### src/rtl/onehot_pulse_decoder_pkg.sv
// Shared definitions for the one-hot pulse decoder: FSM state encoding and
// elaboration-time sizing helpers.
package onehot_pulse_decoder_pkg;

   typedef enum logic [1:0] {
      ST_IDLE  = 2'd0,
      ST_DRIVE = 2'd1,
      ST_GAP   = 2'd2
   } state_t;

   function automatic int clog2(input int value);
      int result;
      result = 0;
      while ((32'sd1 << result) < value) begin
         result = result + 32'sd1;
      end
      return result;
   endfunction

   function automatic int max2(input int a, input int b);
      return (a > b) ? a : b;
   endfunction

endpackage

### src/rtl/onehot_pulse_decoder_dec.sv
// Combinational binary-to-one-hot decode with an in-range flag; lines beyond
// OUT_W are simply absent, so an out-of-range code decodes to all-zero.
module onehot_dec #(
   parameter int CODE_W = 3,
   parameter int OUT_W  = 8
) (
   input  logic [CODE_W-1:0] code,
   output logic [OUT_W-1:0]  dec,
   output logic              in_range
);

   // decode each implemented line independently
   always_comb begin
      dec = {OUT_W{1'b0}};
      for (int i = 0; i < OUT_W; i++) begin
         dec[i] = (code == CODE_W'(i));
      end
   end

   assign in_range = |dec;

endmodule

### src/rtl/onehot_pulse_decoder.sv
// Accepts a binary code over valid/ready and drives the matching one-hot line
// for PULSE_LEN cycles, followed by GAP_LEN forced-idle cycles.
module onehot_pulse_decoder #(
   parameter int CODE_W    = 3,
   parameter int OUT_W     = 8,
   parameter int PULSE_LEN = 4,
   parameter int GAP_LEN   = 1
) (
   input  logic              clk,
   input  logic              rst,
   input  logic              in_valid,
   output logic              in_ready,
   input  logic [CODE_W-1:0] code,
   output logic [OUT_W-1:0]  onehot,
   output logic              busy,
   output logic              done,
   output logic              err
);
   import onehot_pulse_decoder_pkg::*;

   localparam int CNT_W = clog2(max2(PULSE_LEN, GAP_LEN)) + 1;
   localparam logic [CNT_W-1:0] PULSE_LOAD = CNT_W'(PULSE_LEN - 1);
   localparam logic [CNT_W-1:0] GAP_LOAD   = CNT_W'((GAP_LEN > 0) ? GAP_LEN - 1 : 0);
   localparam logic [CNT_W-1:0] CNT_ONE    = CNT_W'(1);
   localparam logic [CNT_W-1:0] CNT_ZERO   = CNT_W'(0);
   localparam logic GAP_EN      = (GAP_LEN > 0);
   localparam logic SHORT_PULSE = (PULSE_LEN == 1);

   state_t             state_r;
   logic [CNT_W-1:0]   cnt_r;
   logic [OUT_W-1:0]   onehot_r;
   logic               busy_r;
   logic               done_r;
   logic               err_r;
   logic [OUT_W-1:0]   dec_s;
   logic               in_range_s;
   logic               rdy_s;
   logic               xfer_s;

   onehot_dec #(
      .CODE_W (CODE_W),
      .OUT_W  (OUT_W)
   ) u_dec (
      .code     (code),
      .dec      (dec_s),
      .in_range (in_range_s)
   );

   // last DRIVE cycle also accepts when there is no gap, giving back-to-back pulses
   assign rdy_s  = ~rst & ((state_r == ST_IDLE) |
                           ((state_r == ST_DRIVE) & (cnt_r == CNT_ZERO) & ~GAP_EN));
   assign xfer_s = in_valid & rdy_s;

   // pulse FSM: state, counter and all registered outputs
   always_ff @(posedge clk or posedge rst) begin
      if (rst) begin
         state_r  <= ST_IDLE;
         cnt_r    <= CNT_ZERO;
         onehot_r <= {OUT_W{1'b0}};
         busy_r   <= 1'b0;
         done_r   <= 1'b0;
         err_r    <= 1'b0;
      end else begin
         done_r <= 1'b0;
         err_r  <= 1'b0;
         case (state_r)
            ST_IDLE: begin
               if (xfer_s & in_range_s) begin
                  onehot_r <= dec_s;
                  cnt_r    <= PULSE_LOAD;
                  state_r  <= ST_DRIVE;
                  busy_r   <= 1'b1;
                  done_r   <= SHORT_PULSE;
               end else begin
                  err_r <= xfer_s;
               end
            end
            ST_DRIVE: begin
               if (cnt_r != CNT_ZERO) begin
                  cnt_r  <= cnt_r - CNT_ONE;
                  done_r <= (cnt_r == CNT_ONE);
               end else if (GAP_EN) begin
                  onehot_r <= {OUT_W{1'b0}};
                  cnt_r    <= GAP_LOAD;
                  state_r  <= ST_GAP;
               end else if (xfer_s & in_range_s) begin
                  onehot_r <= dec_s;
                  cnt_r    <= PULSE_LOAD;
                  done_r   <= SHORT_PULSE;
               end else begin
                  // an out-of-range code taken here is consumed and flagged
                  onehot_r <= {OUT_W{1'b0}};
                  state_r  <= ST_IDLE;
                  busy_r   <= 1'b0;
                  err_r    <= xfer_s;
               end
            end
            ST_GAP: begin
               if (cnt_r != CNT_ZERO) begin
                  cnt_r <= cnt_r - CNT_ONE;
               end else begin
                  state_r <= ST_IDLE;
                  busy_r  <= 1'b0;
               end
            end
            default: begin
               state_r  <= ST_IDLE;
               cnt_r    <= CNT_ZERO;
               onehot_r <= {OUT_W{1'b0}};
               busy_r   <= 1'b0;
            end
         endcase
      end
   end

   assign in_ready = rdy_s;
   assign onehot   = onehot_r;
   assign busy     = busy_r;
   assign done     = done_r;
   assign err      = err_r;

endmodule

### config.mk
export PLATFORM = sky130hd
export DESIGN_NAME = onehot_pulse_decoder
export DESIGN_NICKNAME = d
export VERILOG_FILES = /design/src/rtl/onehot_pulse_decoder_pkg.sv /design/src/rtl/onehot_pulse_decoder_dec.sv /design/src/rtl/onehot_pulse_decoder.sv
export SDC_FILE = /design/constraint.sdc
export NUM_CORES = 1
export LEC_CHECK = 0
export BUFFER_PORTS_ARGS = -buffer_cell sky130_fd_sc_hd__buf_2
export CELL_PAD_IN_SITES_DETAIL_PLACEMENT = 1
export CELL_PAD_IN_SITES_GLOBAL_PLACEMENT = 1
export CORE_MARGIN = 2
export CORE_UTILIZATION = 40
export DETAILED_ROUTE_END_ITERATION = 16
export PLACE_DENSITY = 0.85
export SYNTH_ARGS = -nofsm -noshare
export SYNTH_HDL_FRONTEND = slang
export SYNTH_SLANG_ARGS = --single-unit
### constraint.sdc
create_clock -name clk -period 1.55 [get_ports clk]
set_input_delay 0.0775 -clock clk [delete_from_list [all_inputs] [get_ports clk]]
set_output_delay 0.0775 -clock clk [all_outputs]
set_load 0.01 [all_outputs]
==> metrics.txt, run 1 <==
share of post-route cells with drive strength above 1=31.6%; unrepaired setup endpoints after global routing=no; Slew headroom=59.1%; Peak VDD IR=roughly 0.9 mV; routed wire length=1.99 mm; count leader, synth=dfrtp_1; CTS tree=yes; dpl ws=around 0.019 ns; Synth warnings=0; CTS H-tree lvls=1; Setup violations, final=0; Synth top area share=49.0%; Yosys reg bits=16; synth top area cells=dfrtp_1 49%, ha_1 4.6%, o2bb2ai_1 4.3%; clock latency on the worst-skew pair=roughly 0.29 ns; Final Critical Period=1.43 ns; core area=between 1500 and 2000 µm²; Antenna diodes=0; detailed-placement wirelength estimate=1.42 mm; Worst Path Arrival=1.36 ns; Tightest Hold Check Type=in2reg; met2 WL=994 µm; sequential share of power=35.5%; initial core utilization=42.1%; Cell Count, Final, Fillers Out=around 130; Sw Ratio=40.9%; gr ovfl total=0; outcome=completed; number of fill cells=232; clk sinks=16; clk root buf=clkbuf_4; number of synthesized flops with an enable pin=0; Power Density=around 1800 nW/µm²; Area Overhead vs Synth=23.9%; placed instance count=120; critical path capture point type=output pin; total power=1860 µW; syn nets=83; Hold WS=0.0903 ns; Max Freq=697 MHz; power share of the clock group=15.1%; CP startpoint kind=flip-flop; worst path required time=around 1.5 ns; max layer used=met4; fin nets=108; Antenna Nets Post-Route=0; sequential fraction of the synthesis area=49.0%; slew at the pin closest to its max-slew limit=0.613 ns; die area=2420 µm²; final hold violations=0; CP max FO=10; Metal-1 WL=857 µm; Post-route DRC=0; largest net degree at the start of global routing=17; drt wl/cell=15.9 µm; Worst Skew=0.0119 ns; routability cong.=just under 0.8; die extent in y=49.2 µm; R2R depth=5; gr usage total=18.2%; Synth Flop Type=dfrtp_1; I/O pins=18; Cell variety after synth=32; DRT iter0 DRCs=6; initial antenna violation count=0; P_sw=761 µW; Num CTS Buffers=3; setup_tns=0 ns; Post-synth top cells=16 x dfrtp_1, 9 x inv_1, 5 x nand2_1; crit path setup slack, layout=0.116 ns; Clock Pin Slew Worst Setup and Hold Paths=roughly 0.11 ns; ys async rst share=100%; chip width=49.2 µm; Placement Rows=16; vias per cell=5.38; Mean Syn Cell Area=11.0 µm²; Clock Tree Buf Depth=2; top cell type by total area after synthesis=dfrtp_1; Min-Delay Path Depth=3; Slew Viols, Final=0; period utilization=92.5%; wire length on met3=73 µm; Leakage=0.000500 µW; Logic pwr share=49.4%; first-pass GRT wire length=3.32 mm; post-synthesis instance area=817 µm²; Syn Inst Count=74; port buffer count=17; Vias=673; internal power=around 1100 µW; post-CTS setup repair buffer count=0; First-pass DRT Iterations=4; vias in the first global route=684; MaxCap Viol Count=0; WS Path Type=reg2out
-- cells in the final DEF, fill, tap and decap left out, types with 2 or more instances in the layout --
master,netlist,final
buf_2,1,17
dfrtp_1,16,16
inv_1,9,8
nand2_1,5,5
o2bb2ai_1,4,4
buf_4,1,4
nor2_1,3,3
a32o_1,3,3
clkbuf_4,0,3
a31oi_1,2,2
a211o_1,2,2
or3_1,2,2
o211ai_1,2,2
a21oi_1,2,2
o22ai_1,2,2
ha_1,3,2
-- final timing paths --
path | slack, ns | startpoint | end
min in group asynchronous | 0.44 | rst | state_r[1]$_DFFE_PP0P_
max in group asynchronous | 0.70 | rst | onehot[1]$_DFFE_PP0P_
worst max register to register | 0.13 | cnt_r[0]$_DFFE_PP0P_ | onehot[1]$_DFFE_PP0P_
worst min register to register | 0.51 | onehot[6]$_DFFE_PP0P_ | onehot[6]$_DFFE_PP0P_
worst max-delay path | 0.12 | state_r[1]$_DFFE_PP0P_ | in_ready
worst min-delay path | 0.09 | code[1] | onehot[6]$_DFFE_PP0P_
-- layer usage --
metal | vias to the layer above | track usage, %
li1 | 314 | -
met1 | 331 | 23.2
met2 | 22 | 29.1
met3 | 6 | 1.53
met4 | 0 | 12.9
met5 | - | 0
-- worst max-delay path, cell delays in order, from the launching register on --
cell     delay, ns
dfrtp_1       0.54
buf_4         0.22
nor3_1        0.15
buf_2         0.15
-- flip-flops by register name, indices dropped and copies added, names as in the netlist --
register and cells:
busy 1, cnt_r 3, done 1, err 1
onehot 8, state_r 2
-- what timing repair did --
action / 4_1_cts / 5_1_grt
gates cloned: 0 / 0
endpoints found under the hold margin: 16 / 0
hold buffers: 1 / 0
gates resized for setup: 1 / 2
pin swaps: 0 / 0
setup endpoints to repair: 1 / 3
-- cell families after synthesis --
kind of cell / Yosys count / synth area share [%]
other cells: 1 / 0.459
simple gates: 21 / 17.6
flops: 16 / 49.0
fa+ha+maj: 3 / 4.59
mux: 1 / 1.23
buf+inv: 11 / 5.67
compound gates: 20 / 20.4
xor+xnor: 1 / 1.07
-- power by group through the flow --
stage               sequential, µW  clock [µW]  combinational [µW]
global route                   686         301                1010
global placement               654           0                 809
detailed placement             664           0                 847
floorplan                      637           0                 615
finish                         661         281                 919
CTS                            661         289                 872
-- per-stage QoR --
| stage | cell area, µm² | util, % |
|---|---|---|
| 6_report | 1010 | 52.1 |
| 5_1_grt | 1010 | 52.1 |
| 4_1_cts | 1000 | 51.6 |
| 3_5_place_dp | 953 | 49.1 |
| 3_3_place_gp | 953 | 49.1 |
| 2_1_floorplan | 817 | - |
-- area by class of cell --
cell class / count / area (µm²) / share of cell area (%)
inverter: 9 / 33.8 / 3.34
sequential: 16 / 400 / 39.6
clock buffer: 4 / 36.3 / 3.58
multi-input combinational: 47 / 383 / 37.8
timing repair buffer: 22 / 125 / 12.4
tap: 27 / 33.8 / 3.34
(Power assumes the default switching activity.)
==> inputs of run 2 (changes only) <==
Settings changed: PLACE_DENSITY 0.85 to not set, PLACE_DENSITY_LB_ADDON set to 0.1.
==> run 2 against run 1 <==
  * Fmax is 0.17% higher
  * Total power is 1.2% lower
  * Highest routed layer unchanged
  * Combinational power decreased by 2.7%
  * Critical endpoint is now onehot[3]$_DFFE_PP0P_
  * Routed wire length decreased by 7.2%
  * Largest cell class unchanged
  * Clock skew fell by 0.0073 ns
  * Core utilization did not move
==> metrics.txt, run 2 (synthesized netlist as in run 1, its figures left out) <==
outcome=completed; Reg-to-Reg Start=cnt_r[0]$_DFFE_PP0P_; commonest cells after routing, fill and taps aside=17 x buf_2, 16 x dfrtp_1, 9 x inv_1; number of fill cells=242 (+4.3%); routed wire length=1.84 mm (-7.2%); die area=2420 µm² (unchanged); P_sw=740 µW (-2.8%); Peak VDD IR=0.919 mV (+0.31%); setup_tns=0 ns (unchanged); port buffer count=17 (unchanged); multi-input logic area=383 µm² (unchanged); critical path capture point type=flip-flop; clk root buf=clkbuf_4; core area=1940 µm² (unchanged); period utilization=92.4% (-0.16 points); slew at the pin closest to its max-slew limit=0.609 ns (-0.00389 ns); Hold WS=0.0764 ns (-0.0139 ns); detailed-placement wirelength estimate=1.41 mm (-1.1%); share of post-route cells with drive strength above 1=30.6% (-1.0 points); fin nets=108 (unchanged); dpl ws=0.0403 ns (+0.0217 ns); initial antenna violation count=0 (unchanged); WS Path Type=reg2reg; worst min-delay path endpoint=onehot[7]$_DFFE_PP0P_; Antenna Nets Post-Route=0 (unchanged); Reg-to-Reg End=onehot[3]$_DFFE_PP0P_; largest net degree at the start of global routing=17 (unchanged); Clock Tree Buf Depth=2 (unchanged); unrepaired setup endpoints after global routing=no; clk sinks=16 (unchanged); Area Overhead vs Synth=23.9% (unchanged); CTS H-tree lvls=1 (unchanged); CP startpoint kind=flip-flop; Slew Viols, Final=0 (unchanged); Tightest Hold Check Type=in2reg; Slew headroom=59.4% (+0.26 points); crit path setup slack, layout=0.118 ns (+0.00240 ns); DRT iter0 DRCs=10 (+4); Clock Pin Slew Worst Setup and Hold Paths=0.10 ns (about the same); vias in the first global route=685 (+0.15%); initial core utilization=42.1% (unchanged); register area=400 µm² (unchanged); die extent in y=49.2 µm (unchanged); final hold violations=0 (unchanged); reg2reg setup slack=0.12 ns (about the same); most common cell after layout, fill and taps aside=buf_2; Post-route DRC=0 (unchanged); Final Critical Period=1.43 ns (-0.00240 ns); routability cong.=0.773 (-0.48%); hold path start=code[0]; Max Freq=698 MHz (+0.17%); Placement Rows=16 (unchanged); I/O pins=18 (unchanged); vias per cell=5.26 (-2.4%); MaxCap Viol Count=0 (unchanged); worst path required time=1.73 ns (+0.26 ns); R2R depth=5 (unchanged); clock latency on the worst-skew pair=0.28 ns (about the same); sequential share of power=36.1% (+0.6 points); Largest register FFs=8 (unchanged); Vias=657 (-2.4%); CTS tree=yes; Num CTS Buffers=3 (unchanged); first-pass GRT wire length=3.27 mm (-1.4%); Sw Ratio=40.3% (-0.66 points); Antenna diodes=0 (unchanged); Leakage=0.000501 µW (+0.19%); gr ovfl total=0 (unchanged); Setup violations, final=0 (unchanged); Min-Delay Path Depth=3 (unchanged); gr usage total=17.7% (-0.55 points); Worst Skew=0.00455 ns (-0.00733 ns); post-CTS setup repair buffer count=0 (unchanged); Power Density=1820 nW/µm² (-1.2%); power share of the clock group=15.3% (+0.2 points); First-pass DRT Iterations=4 (unchanged); internal power=1100 µW (-0.13%); Worst Path Arrival=1.61 ns (+0.25 ns); Logic pwr share=48.7% (-0.7 points); chip width=49.2 µm (unchanged); drt wl/cell=14.7 µm (-7.2%); CP max FO=8 (-2)
## run 2: cell count changes in the layout (fill, tap and decap cells not counted)
cell   previous run  this run
inv_1             8         9
inv_2             1         0
## run 2: layout make-up
type | count | area share [%]
sequential | 16 | 39.6
multi-input combinational | 47 | 37.8
timing repair buffer | 22 | 12.4
clock buffer | 4 | 3.58
inverter | 9 | 3.34
tap | 27 | 3.34
## run 2: repair_timing
| item | 4_1_cts | 5_1_grt |
|---|---|---|
| setup endpoints to repair | 0 | 6 |
| endpoints found under the hold margin | 16 | 0 |
| gates resized for setup | 0 | 2 |
| hold buffers | 1 | 0 |
## run 2: metal layers
metal	global-route usage (%)	part of all wire [%]	wire length, µm
met5	0	0	0
met4	4.29	0.76	14
met3	2.76	2.0	36
met2	28.8	49	899
met1	24.5	48	892
## run 2: worst max-delay path, cell delays in order (launching register included)
cell     delay [ns]
dfrtp_1        0.41
inv_1          0.16
ha_4           0.19
nor2b_4        0.20
o22ai_4        0.13
a32o_1         0.24
## run 2: power by group through the flow
stage / registers, µW / clock network [µW] / logic, µW
floorplan: 637 / 0 / 615
global placement: 663 / 0 / 816
detailed placement: 671 / 0 / 850
CTS: 664 / 286 / 857
global route: 686 / 300 / 1020
finish: 663 / 280 / 894
## run 2: worst max-delay path by stage
stage / from / endpoint / cells past startpoint
after floorplan: cnt_r[0]$_DFFE_PP0P_ / onehot[1]$_DFFE_PP0P_ / 5
after global placement: cnt_r[0]$_DFFE_PP0P_ / onehot[3]$_DFFE_PP0P_ / 5
after detailed placement: cnt_r[0]$_DFFE_PP0P_ / onehot[3]$_DFFE_PP0P_ / 5
after CTS: cnt_r[0]$_DFFE_PP0P_ / onehot[3]$_DFFE_PP0P_ / 5
after global routing: state_r[1]$_DFFE_PP0P_ / in_ready / 3
final: cnt_r[0]$_DFFE_PP0P_ / onehot[3]$_DFFE_PP0P_ / 5
## run 2: per-stage QoR
stage	power, µW	std cells	utilization [%]	instance area, µm²
after floorplan	1250	74	-	817
after global placement	1480	120	49.1	953
after detailed placement	1520	120	49.1	953
after CTS	1810	125	51.5	1000
after global routing	2010	125	52.1	1010
final	1840	125	52.1	1010
==> inputs of run 3 (changes only) <==
Settings changed: MAX_ROUTING_LAYER set to met4.
==> run 3 against run 2 <==
  * Sequential share of layout area is the same
  * First-iteration DRC count is the same
  * Clock-buffer cell count is the same
  * Register-to-register slack is essentially flat
  * Worst setup slack lost 0.0023 ns
  * Global-route usage grew 0.50 points
  * Total power is essentially flat
  * Final cell count is the same
  * Clock skew is essentially flat
  * Core utilization is the same
  * Via count shrank 0.76%
  * Largest cell class unchanged
  * Largest power group unchanged
==> metrics.txt, run 3 (synthesized netlist as in run 1, its figures left out) <==
sequential share of power=36.1% (about the same); routed wire length=1.85 mm (+0.49%); outcome=completed; clock latency on the worst-skew pair=0.28 ns (about the same); routability cong.=0.783 (+1.4%); CP max FO=8 (unchanged); initial core utilization=42.1% (unchanged); P_sw=741 µW (+0.17%); Placement Rows=16 (unchanged); Clock Pin Slew Worst Setup and Hold Paths=0.10 ns (about the same); Vias=652 (-0.76%); Sw Ratio=40.3% (+0.044 points); die extent in y=49.2 µm (unchanged); Post-route DRC=0 (unchanged); gr usage total=18.2% (+0.50 points); Max Freq=697 MHz (-0.16%); chip width=49.2 µm (unchanged); final hold violations=0 (unchanged); Area Overhead vs Synth=23.9% (unchanged); port buffer count=17 (unchanged); Leakage=0.000501 µW (unchanged); Tightest Hold Check Type=in2reg; first-pass GRT wire length=3.28 mm (+0.21%); CTS H-tree lvls=1 (unchanged); crit path setup slack, layout=0.116 ns (-0.00226 ns); First-pass DRT Iterations=4 (unchanged); Antenna Nets Post-Route=0 (unchanged); power share of the clock group=15.3% (about the same); vias per cell=5.22 (-0.76%); internal power=1100 µW (about the same); commonest cells after routing, fill and taps aside=17 x buf_2, 16 x dfrtp_1, 9 x inv_1; CTS tree=yes; most common cell after layout, fill and taps aside=buf_2; share of post-route cells with drive strength above 1=30.6% (unchanged); clk root buf=clkbuf_4; Peak VDD IR=0.919 mV (about the same); setup_tns=0 ns (unchanged); Power Density=1820 nW/µm² (about the same); reg2reg setup slack=0.12 ns (about the same); CP startpoint kind=flip-flop; I/O pins=18 (unchanged); core area=1940 µm² (unchanged); number of fill cells=242 (unchanged); Worst Path Arrival=1.62 ns (about the same); drt wl/cell=14.8 µm (+0.49%); Worst Skew=0.00447 ns (-0.0000807 ns); die area=2420 µm² (unchanged); largest net degree at the start of global routing=17 (unchanged); detailed-placement wirelength estimate=1.41 mm (unchanged); Antenna diodes=0 (unchanged); slew at the pin closest to its max-slew limit=0.612 ns (+0.00259 ns); Num CTS Buffers=3 (unchanged); dpl ws=0.0403 ns (unchanged); Final Critical Period=1.43 ns (+0.00226 ns); MaxCap Viol Count=0 (unchanged); Logic pwr share=48.6% (about the same); vias in the first global route=687 (+0.29%); worst path required time=1.73 ns (about the same); WS Path Type=reg2reg; Largest register FFs=8 (unchanged); DRT iter0 DRCs=10 (unchanged); post-CTS setup repair buffer count=0 (unchanged); clk sinks=16 (unchanged); critical path capture point type=flip-flop; Clock Tree Buf Depth=2 (unchanged); initial antenna violation count=0 (unchanged); Setup violations, final=0 (unchanged); fin nets=108 (unchanged); period utilization=92.5% (+0.15 points); Slew Viols, Final=0 (unchanged); Slew headroom=59.2% (-0.17 points); unrepaired setup endpoints after global routing=no; gr ovfl total=0 (unchanged)
## run 3: cell counts in the layout (fill, tap and decap cells not counted)
Identical to the previous run, type by type.
## run 3: timing repair
action	CTS	global route
endpoints found under the hold margin	16	0
setup endpoints to repair	0	6
gates resized for setup	0	2
hold buffers	1	0
## run 3: final timing paths
kind / end / startpoint / depth (start not counted)
min in group asynchronous: onehot[5]$_DFFE_PP0P_ / rst / 3
max: onehot[3]$_DFFE_PP0P_ / cnt_r[0]$_DFFE_PP0P_ / 5
min: onehot[7]$_DFFE_PP0P_ / code[0] / 3
max in group asynchronous: cnt_r[0]$_DFFE_PP0P_ / rst / 3
min reg2reg: onehot[7]$_DFFE_PP0P_ / onehot[7]$_DFFE_PP0P_ / 1
max reg2reg: onehot[3]$_DFFE_PP0P_ / cnt_r[0]$_DFFE_PP0P_ / 5
## run 3: power groups by stage
stage,Sequential [µW],Clock (µW),Combinational [µW]
2_1_floorplan,637,0,615
6_report,664,281,894
3_3_place_gp,663,0,816
3_5_place_dp,671,0,850
5_1_grt,686,300,1020
4_1_cts,664,286,857
## run 3: cell type report
| cell class | count | area [µm²] | area share (%) |
|---|---|---|---|
| Timing Repair Buffer | 22 | 125 | 12.4 |
| Tap cell | 27 | 33.8 | 3.34 |
| Clock buffer | 4 | 36.3 | 3.58 |
| Multi-Input combinational cell | 47 | 383 | 37.8 |
| Sequential cell | 16 | 400 | 39.6 |
| Inverter | 9 | 33.8 | 3.34 |
## run 3: worst max-delay path, stage by stage, from the launching register on
cell     delay, ns
dfrtp_1       0.41
inv_1         0.16
ha_4          0.19
nor2b_4       0.20
o22ai_4       0.14
a32o_1        0.24
## run 3: layer usage
metal | up-vias | global-route usage (%) | wire length, µm
met5 | - | - | 0
met4 | 0 | 4.29 | 14
li1 | 310 | - | -
met3 | 2 | 2.76 | 53
met1 | 326 | 24.5 | 887
met2 | 14 | 28.8 | 897
## run 3: metrics by stage
step	total power (µW)	instance area (µm²)	instances	hold slack [ns]	util (%)
4_1_cts	1810	1000	125	0.0758	51.5
6_report	1840	1010	125	0.0758	52.1
2_1_floorplan	1250	817	74	-0.00876	-
3_3_place_gp	1480	953	120	0.220	49.1
3_5_place_dp	1520	953	120	0.232	49.1
5_1_grt	2010	1010	125	0.0983	52.1
